## src/rtl/mult_div_pkg.sv

```systemverilog
// Shared encodings and helpers for the sequential multiply/divide unit.
// The negate/magnitude helpers let the divider avoid a second adder instance.
package mult_div_pkg;

    localparam int WIDTH      = 32;
    localparam int ITERATIONS = 32;

    typedef enum logic [1:0] {
        IDLE = 2'd0,
        RUN  = 2'd1,
        DONE = 2'd2
    } state_t;

    typedef enum logic {
        OP_MULT = 1'b0,
        OP_DIV  = 1'b1
    } op_t;

    // Two's complement negation by invert-plus-one.
    function automatic logic [WIDTH-1:0] negate(input logic [WIDTH-1:0] v);
        return ~v + {{(WIDTH-1){1'b0}}, 1'b1};
    endfunction

    // Unsigned magnitude of a signed value; the most negative value maps to itself.
    function automatic logic [WIDTH-1:0] magnitude(input logic [WIDTH-1:0] v);
        logic [WIDTH-1:0] m;
        if (v[WIDTH-1]) begin
            m = negate(v);
        end else begin
            m = v;
        end
        return m;
    endfunction

endpackage

```

## src/rtl/add_sub.sv

```systemverilog
// Shared 32-bit adder/subtractor of the ALU datapath.
// sub=1 computes a - b as a + ~b + 1; cout is then the no-borrow flag.
module add_sub
    import mult_div_pkg::*;
(
    input  logic [WIDTH-1:0] a,
    input  logic [WIDTH-1:0] b,
    input  logic             sub,
    output logic [WIDTH-1:0] sum,
    output logic             cout,
    output logic             overflow
);

    logic [WIDTH-1:0] b_eff_s;
    logic [WIDTH:0]   full_s;

    // Conditional inversion of b and the carry-propagating addition.
    always_comb begin
        b_eff_s = {WIDTH{1'b0}};
        full_s  = {(WIDTH+1){1'b0}};
        if (sub) begin
            b_eff_s = ~b;
        end else begin
            b_eff_s = b;
        end
        full_s = {1'b0, a} + {1'b0, b_eff_s} + {{WIDTH{1'b0}}, sub};
    end

    assign sum      = full_s[WIDTH-1:0];
    assign cout     = full_s[WIDTH];
    assign overflow = (a[WIDTH-1] == b_eff_s[WIDTH-1]) && (sum[WIDTH-1] != a[WIDTH-1]);

endmodule

```

## src/rtl/mult_div_seq.sv

```systemverilog
// Sequential 32-bit signed multiply (radix-2 Booth) / divide (restoring) unit
// time-sharing one add_sub; 32 iterations plus one finalise edge per operation.
module mult_div_seq
    import mult_div_pkg::*;
#(
    parameter int WIDTH = mult_div_pkg::WIDTH,
    parameter int CNT_W = 6
) (
    input  logic             clock,
    input  logic             reset_n,
    input  logic [WIDTH-1:0] operand_a,
    input  logic [WIDTH-1:0] operand_b,
    input  logic             ctrl_mult,
    input  logic             ctrl_div,
    output logic [WIDTH-1:0] result,
    output logic             exception,
    output logic             result_rdy,
    output logic             busy
);

    state_t           state_r;
    op_t              op_r;
    logic [CNT_W-1:0] cnt_r;
    logic [WIDTH-1:0] acc_r;      // P_hi for multiply, partial remainder for divide
    logic [WIDTH-1:0] lo_r;       // P_lo for multiply, dividend/quotient for divide
    logic             qm1_r;
    logic [WIDTH-1:0] opd_r;      // multiplicand, or divisor magnitude
    logic             neg_r;
    logic             dz_r;
    logic [WIDTH-1:0] result_r;
    logic             exception_r;
    logic             rdy_r;
    logic             busy_r;

    logic [WIDTH-1:0] as_a_s;
    logic             as_sub_s;
    logic [WIDTH-1:0] as_sum_s;
    logic             as_cout_s;
    logic             as_ovf_s;

    logic [1:0]       booth_s;
    logic [WIDTH-1:0] rem_shift_s;
    logic [WIDTH-1:0] hi_sum_s;
    logic             hi_top_s;
    logic [WIDTH-1:0] acc_next_s;
    logic [WIDTH-1:0] lo_next_s;
    logic [WIDTH-1:0] fin_result_s;
    logic             fin_exc_s;
    logic             start_s;

    add_sub u_add_sub (
        .a        (as_a_s),
        .b        (opd_r),
        .sub      (as_sub_s),
        .sum      (as_sum_s),
        .cout     (as_cout_s),
        .overflow (as_ovf_s)
    );

    assign start_s = ctrl_mult ^ ctrl_div;

    // Adder operand selection for the current Booth or restoring step.
    always_comb begin
        booth_s     = {lo_r[0], qm1_r};
        rem_shift_s = {acc_r[WIDTH-2:0], lo_r[WIDTH-1]};
        as_a_s      = acc_r;
        as_sub_s    = 1'b0;
        if (op_r == OP_MULT) begin
            as_a_s   = acc_r;
            as_sub_s = (booth_s == 2'b10);
        end else begin
            as_a_s   = rem_shift_s;
            as_sub_s = 1'b1;
        end
    end

    // Next register contents for one iteration.
    // The multiply shift feeds in the true 33-bit sign (sum sign corrected by
    // overflow) so P_hi stays exact even when the multiplicand is INT_MIN.
    always_comb begin
        hi_sum_s   = acc_r;
        hi_top_s   = acc_r[WIDTH-1];
        acc_next_s = acc_r;
        lo_next_s  = lo_r;
        if (op_r == OP_MULT) begin
            case (booth_s)
                2'b01, 2'b10: begin
                    hi_sum_s = as_sum_s;
                    hi_top_s = as_sum_s[WIDTH-1] ^ as_ovf_s;
                end
                default: begin
                    hi_sum_s = acc_r;
                    hi_top_s = acc_r[WIDTH-1];
                end
            endcase
            acc_next_s = {hi_top_s, hi_sum_s[WIDTH-1:1]};
            lo_next_s  = {hi_sum_s[0], lo_r[WIDTH-1:1]};
        end else begin
            if (as_cout_s) begin
                acc_next_s = as_sum_s;
            end else begin
                acc_next_s = rem_shift_s;
            end
            lo_next_s = {lo_r[WIDTH-2:0], as_cout_s};
        end
    end

    // Final result and exception from the completed iteration registers.
    // A positive quotient with the top bit set can only be INT_MIN / -1.
    always_comb begin
        fin_result_s = lo_r;
        fin_exc_s    = 1'b0;
        if (op_r == OP_MULT) begin
            fin_result_s = lo_r;
            fin_exc_s    = (acc_r != {WIDTH{lo_r[WIDTH-1]}});
        end else if (dz_r) begin
            fin_result_s = {WIDTH{1'b0}};
            fin_exc_s    = 1'b1;
        end else if (neg_r) begin
            fin_result_s = negate(lo_r);
            fin_exc_s    = 1'b0;
        end else begin
            fin_result_s = lo_r;
            fin_exc_s    = lo_r[WIDTH-1];
        end
    end

    // Control FSM, iteration datapath and registered outputs.
    always_ff @(posedge clock) begin
        if (!reset_n) begin
            state_r     <= IDLE;
            op_r        <= OP_MULT;
            cnt_r       <= {CNT_W{1'b0}};
            acc_r       <= {WIDTH{1'b0}};
            lo_r        <= {WIDTH{1'b0}};
            qm1_r       <= 1'b0;
            opd_r       <= {WIDTH{1'b0}};
            neg_r       <= 1'b0;
            dz_r        <= 1'b0;
            result_r    <= {WIDTH{1'b0}};
            exception_r <= 1'b0;
            rdy_r       <= 1'b0;
            busy_r      <= 1'b0;
        end else begin
            case (state_r)
                IDLE: begin
                    rdy_r <= 1'b0;
                    if (start_s) begin
                        state_r <= RUN;
                        busy_r  <= 1'b1;
                        cnt_r   <= {CNT_W{1'b0}};
                        acc_r   <= {WIDTH{1'b0}};
                        qm1_r   <= 1'b0;
                        if (ctrl_div) begin
                            op_r  <= OP_DIV;
                            lo_r  <= magnitude(operand_a);
                            opd_r <= magnitude(operand_b);
                            neg_r <= operand_a[WIDTH-1] ^ operand_b[WIDTH-1];
                            dz_r  <= (operand_b == {WIDTH{1'b0}});
                        end else begin
                            op_r  <= OP_MULT;
                            lo_r  <= operand_b;
                            opd_r <= operand_a;
                            neg_r <= 1'b0;
                            dz_r  <= 1'b0;
                        end
                    end
                end
                RUN: begin
                    if (cnt_r == CNT_W'(ITERATIONS)) begin
                        state_r     <= DONE;
                        result_r    <= fin_result_s;
                        exception_r <= fin_exc_s;
                        rdy_r       <= 1'b1;
                    end else begin
                        acc_r <= acc_next_s;
                        lo_r  <= lo_next_s;
                        qm1_r <= lo_r[0];
                        cnt_r <= cnt_r + {{(CNT_W-1){1'b0}}, 1'b1};
                    end
                end
                DONE: begin
                    state_r <= IDLE;
                    rdy_r   <= 1'b0;
                    busy_r  <= 1'b0;
                end
                default: begin
                    state_r <= IDLE;
                    rdy_r   <= 1'b0;
                    busy_r  <= 1'b0;
                end
            endcase
        end
    end

    assign result     = result_r;
    assign exception  = exception_r;
    assign result_rdy = rdy_r;
    assign busy       = busy_r;

endmodule
```

## config.mk

```make
export PLATFORM = sky130hd
export DESIGN_NAME = mult_div_seq
export DESIGN_NICKNAME = d
export VERILOG_FILES = /design/src/rtl/mult_div_pkg.sv /design/src/rtl/add_sub.sv /design/src/rtl/mult_div_seq.sv
export SDC_FILE = /design/constraint.sdc
export NUM_CORES = 1
export LEC_CHECK = 0
export CORE_MARGIN = 2
export CORE_UTILIZATION = 45
export CTS_CLUSTER_DIAMETER = 100
export DETAILED_ROUTE_END_ITERATION = 10
export GPL_ROUTABILITY_DRIVEN = 0
export SLEW_MARGIN = 20
export SYNTH_ARGS = -nofsm -noshare
export SYNTH_HDL_FRONTEND = slang
export SYNTH_SLANG_ARGS = --single-unit
```

## constraint.sdc

```tcl
create_clock -name clock -period 8 [get_ports clock]
set_input_delay 0.8 -clock clock [delete_from_list [all_inputs] [get_ports clock]]
set_output_delay 0.8 -clock clock [all_outputs]
set_load 0.03 [all_outputs]
```

==> flow_summary.ini, run 1 <==
[clocking]
postCtsSetupBuffers = 0
cts.repair.resized = 0
cts_made_buffers = 17
clock-sinks = 143
cts_hold_buffers = 0
clkTransAtPathRegs_ps = 60
cts_tree = yes
cts_buffer_depth = 2
clk_latency_ps = 430
cts.htree.levels = 4
cts-root-buf = clkbuf_16

[critical_path]
crit_path_end_kind = register
crit_start = lo_r[0]
r2r_slack_ps = 2760
arrival_ps = 5560
reg2reg_depth = 18
required_ps = 8320
crit_fanout = 31
rr_startpoint = lo_r[0]
path_class = register to register
worstReg2RegEnd = acc_r[31]
start_kind = register
endpoint = acc_r[31]

[power_and_ir_drop]
leakagePower_nw = 4.96
p_per_area_nw_per_um2 = 187
peakVddDrop_v = 0.0000996

[finish]
layout-drive-gt1-share_pct = 6.72
area_growth_pct = 14.5
stdcell_area_sq_um = 13600
final_cells = 1958
final_cell_mix = nor2_1 (183), nand2_1 (170), dfxtp_1 (142), o21ai_0 (138), a21oi_1 (110)
nets = 1717
antenna_cells = 0
layout_commonest_cell = nor2_1

[min_path]
hold_path.class = register to register

[die]
die_y_um = 166
die-width_um = 166
dieArea_sq_um = 27600
io_pins = 103
start_util_pct = 45.7
core_sq_um = 25900
rows = 59

[yosys]
async_flop_share_pct = 0
yosysWarnings = 0
ys.flop_type = dfxtp_1
netlist_area_sq_um = 11800
syn_avg_cell_area_sq_um = 7.43
ys_seq_area_share_pct = 24.2
postSynthCellCount = 1592
synth_edf_count = 0
ys_ff_latch = 143
yosysUniqueCellTypes = 70
syn_nets = 1699

[sta]
hold_ws_ps = 470
worst_pin_slew_ps = 1090
setup_tns_ps = 0
maxSlewViolCount = 0
rsz0062_at_grt = no
clock.fmax_mhz = 191
period_share_pct = 65.5
fin_crit_ps = 5240
fin_worst_skew_ps = 13.7
setup_viol = 0
max_slew_margin_pct = 27.1
fin_ws_ps = 2760
hold_viol = 0

[placed_design]
dp_worst_setup_slack_ps = 2750
place_inst = 1926
post_dp_cell_area_sq_um = 13000
io_buffers = 102
dp_hpwl_mm = 26.3

[detailed_routing]
drt_pass1_iterations = 5
via_count = 11800
wire_per_inst_um = 18.6
drc_errors = 0
viasPerCell = 6.01
ant_nets = 0
drtIter0Drc = 1047
postRouteWirelength_mm = 36.4

[job]
max-cap-violations = 0

[grt]
grt_use_total_pct = 25.9
grt_pass1_vias = 10700
grt_start_max_net_pins = 102
grt_pass1_wl_mm = 58.8
antenna_found_initial = 0
grt_overflow = 0

[outcome]
status = finished clean
[cells in the mapped netlist, drive strengths merged (12+ instances only)]
library cell  count  area (sq um)
or4              12          97.6
xnor2            54           473
nor3             27           135
inv              27           101
a211oi           57           428
dfxtp           143          2860
mux2             32           360
a21boi           32           240
buf              18          72.6
xor2             71           622
mux2i            77           771
nand3            22           110
or3              15           104
nor2b            32           200
o21ai           139           696
nor4             18           149
nor2            185           694
a31oi            25           156
o31ai            19           156
nand2           170           638
a21oi           110           551
a21o             13          97.6
nand4            15          93.8
clkbuf          104           394
ha               37           463
[sequential cells by signal, indices dropped and copies added (netlist names), 2 cells and up]
register	flops
acc_r	32
cnt_r	6
lo_r	32
opd_r	32
result	32
state_r	2
[layout make-up]
type                       count  area, sq um
inverter                      28          105
clock buffer                  18          439
multi-input combinational   1299         8420
sequential                   143         2870
fill                        2553        12400
clock inverter                14          146
tap                          335          419
timing repair buffer         121         1160
[worst min-delay path by stage]
stage | startpoint | endpoint | slack, ps | cells after the start
floorplan | qm1_r | qm1_r | 440 | 2
global placement | result_rdy | result_rdy | 450 | 2
detailed placement | qm1_r | qm1_r | 460 | 2
CTS | qm1_r | qm1_r | 470 | 2
global route | qm1_r | qm1_r | 500 | 2
finish | qm1_r | qm1_r | 470 | 2
[critical path, cell delays in order, from the launching register on]
cell and delay [ps]:
dfxtp_1 370, ha_1 270, nor2_4 790, xnor2_1 140
ha_1 370, a21o_1 190, o21bai_1 170, a211o_1 290
a21oi_1 230, o21ai_0 310, a41oi_1 300, a21oi_1 130
a31o_2 300, a21o_1 180, a21o_1 180, fa_1 450
mux2i_1 140, nand2_1 70, a41o_1 230
[per-stage QoR]
stage	util [%]	power (mW)
6_report	52.3	2.53
5_1_grt	52.3	2.68
4_1_cts	52.3	2.53
3_5_place_dp	50.0	1.73
3_3_place_gp	50.0	1.72
2_1_floorplan	-	1.47
[kinds of logic after synthesis]
kind of cell / Yosys count / synth area share (%)
buf+inv: 150 / 4.83
compound gates: 500 / 27.4
xor+xnor: 125 / 9.25
fa+ha+maj: 39 / 4.25
flops: 143 / 24.2
mux: 109 / 9.56
simple gates: 526 / 20.5
[power by group]
| part | internal, mW | switching (mW) | leakage, nW |
|---|---|---|---|
| Clock | 0.448 | 0.360 | 0.276 |
| Combinational | 0.345 | 0.535 | 3.52 |
| Sequential | 0.761 | 0.0828 | 1.17 |
[layer usage]
| layer | track usage [%] | vias to the layer above | share of wire [%] |
|---|---|---|---|
| met5 | 0 | - | 0 |
| met4 | 7.15 | 0 | 1.8 |
| met3 | 3.12 | 35 | 5.0 |
| met2 | 39.1 | 348 | 43 |
| met1 | 38.8 | 5572 | 50 |
| li1 | - | 5804 | - |
No activity file was read; power rests on OpenSTA's default activity.
==> run 2: changes to the inputs <==
clock period = 5 ns   (was 8 ns; I/O delays follow)
==> flow_summary.ini, run 2 (synthesis gave the netlist of run 1 again) <==
[clocking]
cts.htree.levels = 4
cts_tree = yes
cts-root-buf = clkbuf_16
cts_made_buffers = 17
postCtsSetupBuffers = 0
clock-sinks = 143
cts_buffer_depth = 2
clk_latency_ps = 430
cts_hold_buffers = 0
cts.repair.resized = 0
clkTransAtPathRegs_ps = 60

[grt]
grt_use_total_pct = 25.9
grt_start_max_net_pins = 101
grt_pass1_wl_mm = 58.4
grt_overflow = 0
grt_pass1_vias = 10700
antenna_found_initial = 0

[die]
die_y_um = 166
core_sq_um = 25900
die-width_um = 166
dieArea_sq_um = 27600
rows = 59
io_pins = 103
start_util_pct = 45.7

[placed_design]
dp_hpwl_mm = 26.9
io_buffers = 102
post_dp_cell_area_sq_um = 13000

[critical_path]
crit_path_end_kind = register
arrival_ps = 4960
rr_startpoint = lo_r[0]
path_class = register to register
slowest_delay_ps = 450
cpMostUsedCell = a21o_1
crit_fanout = 27
path_delay_family = compound AO/OA/AOI/OAI gates
path_cells = ha_1 > nor2_4 > buf_12 > xnor2_1 > ha_1 > a21o_1 > a211o_1 > a21oi_1 > o21ai_0 > a41oi_1 > a21oi_1 > a31o_2 > a21o_1 > a21o_1 > fa_1 > mux2i_1 > nand2_1 > a41o_1
path_buf_inv = 1
crit_slowest_cell = fa_1
required_ps = 5320
start_kind = register
crit_start = lo_r[0]

[detailed_routing]
drtIter0Drc = 1074
via_count = 11700
wire_per_inst_um = 18.5
ant_nets = 0
viasPerCell = 5.93
postRouteWirelength_mm = 36.4
drt_pass1_iterations = 7
drc_errors = 0

[sta]
max_slew_margin_pct = 36.5
fin_crit_ps = 4640
clock.fmax_mhz = 215
fin_worst_skew_ps = 15.8
rsz0062_at_grt = no
worst_pin_slew_ps = 952
hold_viol = 0
setup_tns_ps = 0
hold_ws_ps = 474
period_share_pct = 92.8
maxSlewViolCount = 0
setup_viol = 0

[finish]
antenna_cells = 0
seq_area_sq_um = 2870
final_cell_mix = nor2_1 (183), nand2_1 (170), dfxtp_1 (142), o21ai_0 (138), a21oi_1 (110)
fillers = 2521
layout-drive-gt1-share_pct = 7.12
stdcell_area_sq_um = 13600
multiInputGateArea_sq_um = 8420
layout_commonest_cell = nor2_1
nets = 1724
area_growth_pct = 15.1

[power_and_ir_drop]
leakagePower_nw = 5.01
power_mw = 4.03
swShare_pct = 39.4
p_int_mw = 2.44
peakVddDrop_v = 0.000222
p_per_area_nw_per_um2 = 296
clkPwrFrac_pct = 31.1
comb_power_share_pct = 35.3
p_seq_share_pct = 33.6
switchingPower_mw = 1.59

[outcome]
status = finished clean

[job]
max-cap-violations = 0

[min_path]
worstHoldStart = qm1_r
hold_path.class = register to register
run 2: changes by cell type in the layout (fill, tap and decap cells not counted), moves of 2 or more:
cell / before / now
buf_12: 0 / 2
buf_4: 20 / 25
clkinv_4: 1 / 3
clkinv_8: 0 / 2
clkinvlp_4: 4 / 1
run 2: path summary, 6_finish.rpt:
check                                 end  slack [ps]  depth (start not counted)
worst max-delay path            acc_r[31]         360                         18
worst min-delay path                qm1_r         470                          2
worst max register to register  acc_r[31]         360                         18
worst min register to register      qm1_r         470                          2
run 2: stage by stage:
step	utilization, %	instances	setup WS [ps]
after floorplan	-	1592	193
after global placement	50.3	1933	421
after detailed placement	50.3	1933	381
after CTS	52.6	1965	358
after global routing	52.6	1965	22.4
final	52.6	1965	358
run 2: power by group through the flow:
stage / clock (mW) / sequential [mW] / combinational, mW
2_1_floorplan: 0 / 1.31 / 1.03
3_3_place_gp: 0 / 1.37 / 1.39
3_5_place_dp: 0 / 1.38 / 1.40
4_1_cts: 1.28 / 1.35 / 1.40
5_1_grt: 1.32 / 1.37 / 1.57
6_report: 1.25 / 1.35 / 1.42
run 2: layout make-up:
class                      instances  area share, %
multi-input combinational       1299           61.8
sequential                       143           21.1
timing repair buffer             128           9.06
clock buffer                      17           3.12
tap                              335           3.08
clock inverter                    15           1.09
inverter                          28          0.772
run 2: tightest hold or removal path: stages, from the launching register on:
cell      delay, ps
dfxtp_1         310
nand2_1          50
a21boi_0         70
run 2: routing by layer:
layer,global-route usage (%),up-vias,routed length [um]
met3,4.65,33,2350
met2,38.9,365,15600
met1,37.7,5445,17800
met4,7.49,0,698
met5,0,-,0
li1,-,5811,-
==> run 3: changes to the inputs <==
MAX_ROUTING_LAYER = met4   (was unset)
==> flow_summary.ini, run 3 (synthesis gave the netlist of run 1 again) <==
[outcome]
status = finished clean

[critical_path]
required_ps = 5320
crit_slowest_cell = fa_1
path_class = register to register
arrival_ps = 4940
path_buf_inv = 1
crit_fanout = 27
cpMostUsedCell = a21o_1
slowest_delay_ps = 450
crit_path_end_kind = register
path_delay_family = compound AO/OA/AOI/OAI gates
start_kind = register
path_cells = ha_1 > nor2_4 > buf_12 > xnor2_1 > ha_1 > a21o_1 > a211o_1 > a21oi_1 > o21ai_0 > a41oi_1 > a21oi_1 > a31o_2 > a21o_1 > a21o_1 > fa_1 > mux2i_1 > nand2_1 > a41o_1

[clocking]
cts.htree.levels = 4
cts_hold_buffers = 0
cts-root-buf = clkbuf_16
cts_tree = yes
cts_buffer_depth = 2
postCtsSetupBuffers = 0
cts_made_buffers = 17
clkTransAtPathRegs_ps = 70
clock-sinks = 143
clk_latency_ps = 440
cts.repair.resized = 0

[finish]
layout-drive-gt1-share_pct = 7.12
antenna_cells = 0
final_cell_mix = nor2_1 (183), nand2_1 (170), dfxtp_1 (142), o21ai_0 (138), a21oi_1 (110)
stdcell_area_sq_um = 13600
postLayoutCoreUtil_pct = 52.6
layout_commonest_cell = nor2_1
nets = 1724
area_growth_pct = 15.1

[sta]
fin_crit_ps = 4620
hold_ws_ps = 470
setup_viol = 0
rsz0062_at_grt = no
setup_tns_ps = 0
maxSlewViolCount = 0
fin_worst_skew_ps = 16.2
period_share_pct = 92.4
hold_viol = 0
clock.fmax_mhz = 216
worst_pin_slew_ps = 942
max_slew_margin_pct = 37.2

[die]
core_sq_um = 25900
io_pins = 103
die-width_um = 166
start_util_pct = 45.7
rows = 59
die_y_um = 166
dieArea_sq_um = 27600

[detailed_routing]
drtIter0Drc = 1048
viasPerCell = 5.97
postRouteWirelength_mm = 36.5
ant_nets = 0
drt_pass1_iterations = 5
drc_errors = 0
via_count = 11700
wire_per_inst_um = 18.6

[job]
max-cap-violations = 0

[grt]
grt_pass1_wl_mm = 58.4
grt_start_max_net_pins = 101
grt_overflow = 0
grt_use_total_pct = 26.7
antenna_found_initial = 0
grt_pass1_vias = 10600

[power_and_ir_drop]
peakVddDrop_v = 0.000224
leakagePower_nw = 5.01
p_per_area_nw_per_um2 = 296

[min_path]
hold_path.class = register to register

[placed_design]
io_buffers = 102
dp_hpwl_mm = 26.9
post_dp_cell_area_sq_um = 13000
## run 3: routing by layer
| layer | global-route usage (%) | part of all wire (%) |
|---|---|---|
| met3 | 4.50 | 6.8 |
| met1 | 37.9 | 48 |
| met5 | - | 0 |
| met2 | 38.8 | 43 |
| met4 | 7.49 | 1.9 |
## run 3: report_power, final
group | internal (mW) | switching [mW] | leakage (nW)
combinational | 0.561 | 0.860 | 3.56
clock | 0.662 | 0.591 | 0.280
sequential | 1.22 | 0.136 | 1.17
total | 2.44 | 1.59 | 5.01
## run 3: path summary, 6_finish.rpt
check | cells after the start | endpoint | slack [ps] | start
worst max register to register | 18 | acc_r[31] | 380 | lo_r[0]
worst min register to register | 2 | qm1_r | 470 | qm1_r
worst min-delay path | 2 | qm1_r | 470 | qm1_r
worst max-delay path | 18 | acc_r[31] | 380 | lo_r[0]
## run 3: layout make-up
cell class                      instances  area, sq um
Clock buffer                           17          425
Clock inverter                         15          149
Fill cell                            2521        12300
Inverter                               28          105
Multi-Input combinational cell       1299         8420
Sequential cell                       143         2870
Tap cell                              335          419
Timing Repair Buffer                  128         1230
## run 3: through the flow
stage,cells,setup slack (ps),power [mW]
after floorplan,1592,193,2.35
after global placement,1933,421,2.76
after detailed placement,1933,381,2.78
after CTS,1965,358,4.03
after global routing,1965,22.4,4.26
final,1965,379,4.03
## run 3: worst register-to-register path, stage by stage, from the launching register on
cell     delay [ps]
dfxtp_1         370
ha_1            270
nor2_4          240
buf_12          240
xnor2_1         150
ha_1            320
a21o_1          200
a211o_1         230
a21oi_1         220
o21ai_0         270
a41oi_1         330
a21oi_1         130
a31o_2          300
a21o_1          190
a21o_1          190
fa_1            450
mux2i_1         160
nand2_1          70
a41o_1          210
==> variant: new RTL, flow settings as in run 3 <==
Change the package constant `WIDTH` from 32 to 64.
--- a/src/rtl/mult_div_pkg.sv
+++ b/src/rtl/mult_div_pkg.sv
@@ -2,7 +2,7 @@
 // The negate/magnitude helpers let the divider avoid a second adder instance.
 package mult_div_pkg;
 
-    localparam int WIDTH      = 32;
+    localparam int WIDTH      = 64;
     localparam int ITERATIONS = 32;
 
     typedef enum logic [1:0] {
Ports: changed (resized operand_a, operand_b and result); port bits go from 103 to 199. No check against the original RTL was run, so the function may have changed too.
==> variant against run 3 <==
Sequential cell count up 128; design area rose by 98%; die area increased by 93%; area after synthesis up 95%; cell count increased by 100%; power rose by 87%; worst setup slack lost 0.14 ns; routed wire length rose by 140%; critical endpoint is now acc_r[62]$_SDFFE_PN0P_.
==> variant: results (changes against run 3) <==
stage;metric;value;unit;change
yosys;synth_xor_area_share;9.32;%;+0.068 points
yosys;synth_fa_ha_area_share;3.91;%;-0.34 points
setup_path;rr_endpoint;acc_r[62]$_SDFFE_PN0P_;;
clocking;cts_buffer_depth;3;;+1
hold_path;min-delay-start;reset_n;;
yosys;synth_fp_nets;3442;;+100%
timing;timing.fmax;210;MHz;-3.0%
grt;met3_usage;4.52;%;+0.016 points
timing;fin_worst_skew;0.0185;ns;+0.00221 ns
pwr;ir_drop;0.189;mV;-16%
grt;grt.total_usage;33.3;%;+6.7 points
setup_path;cp-startpoint;qm1_r$_SDFFE_PN0P_;;
setup_path;critPathTopFamily;simple AND/OR/NAND/NOR gates;;
pwr;power.leakage;9.61;nW;+92%
clocking;htreeDepth;2;;-2
yosys;synth_compound_area_share;30.7;%;+3.3 points
outcome;status;complete, no violations;;
drt;wl_per_cell;22.2;µm;+19%
drt;via_count;25700;;+120%
drt;drt-met1-wl;39300;µm;+120%
setup_path;reg2regPathDepth;19;;+1
yosys;synthMuxAreaShare;6.58;%;-3.0 points
setup_path;r2r_slack;0.24;ns;-0.14 ns
place;placedCellCount;3953;;+100%
yosys;netlist_top_cells_area;dfxtp_1 23%, a21oi_1 8.4%, o21ai_0 6.3%;;
grt;use_met2;50.2;%;+11 points
place;io_buffers;198;;+94%
setup_path;critPathSlowestCell;or4_1;;
yosys;syn-mean-instance-area;7.14;µm²;-4.0%
setup_path;path_max_fanout;7;;-74%
grt;antenna_found_initial;2;;+2
grt;first_global_vias;23300;;+120%
yosys;ys_seq_area_share;23.5;%;-0.73 points
timing;hold_slack;0.437;ns;-0.0326 ns
setup_path;max_stage_delay;0.56;ns;+0.11 ns
clocking;cts_buffers;35;;+18
drt;met2_wirelength;38500;µm;+150%
grt;grt_pass1_wl;137000;µm;+130%
grt;grt_max_degree;97;;-4.0%
yosys;synth_common_cells;389 x a21oi_1, 371 x nand2_1, 340 x nor2_1;;
hold_path;min_path_cells;3;;+1
cells_and_area;nets;3517;;+100%
place;hpwl;65800;µm;+140%
drt;wirelength;89100;µm;+140%
setup_path;worstPathArrival;5.22;ns;+0.28 ns
clocking;worst_skew_pair.late_latency;0.57;ns;+0.13 ns
drt;drtIter0Drc;2811;;+170%
timing;slew_headroom;25.7;%;-12 points
[variant: cell count changes after synthesis, moves of 56 or more]
cell      before  now
nor2_1       185  340
o21ai_0      138  292
xnor2_1       54  119
nand2_1      170  371
clkbuf_1     103  223
xor2_1        71  127
a21oi_1      110  389
dfxtp_1      143  271
[variant: layout make-up]
type                       instances  area [µm²]  area share, %
antenna                            3        7.51         0.0279
clock buffer                      47         961           3.57
clock inverter                    13         148          0.548
inverter                          57         216          0.804
multi-input combinational       2663       16600           61.7
sequential                       271        5430           20.2
tap                              680         851           3.16
timing repair buffer             286        2700           10.0
[variant: what timing repair did]
item,CTS,global route
gates resized for setup,1,5
pin swaps,0,2
setup endpoints to repair,1,19
buffers inserted,0,4
[variant: power by group]
part	internal, mW	switching, mW	total (mW)
logic	0.939	1.55	2.49
clock network	1.46	1.08	2.53
registers	2.29	0.219	2.51
total	4.69	2.85	7.54
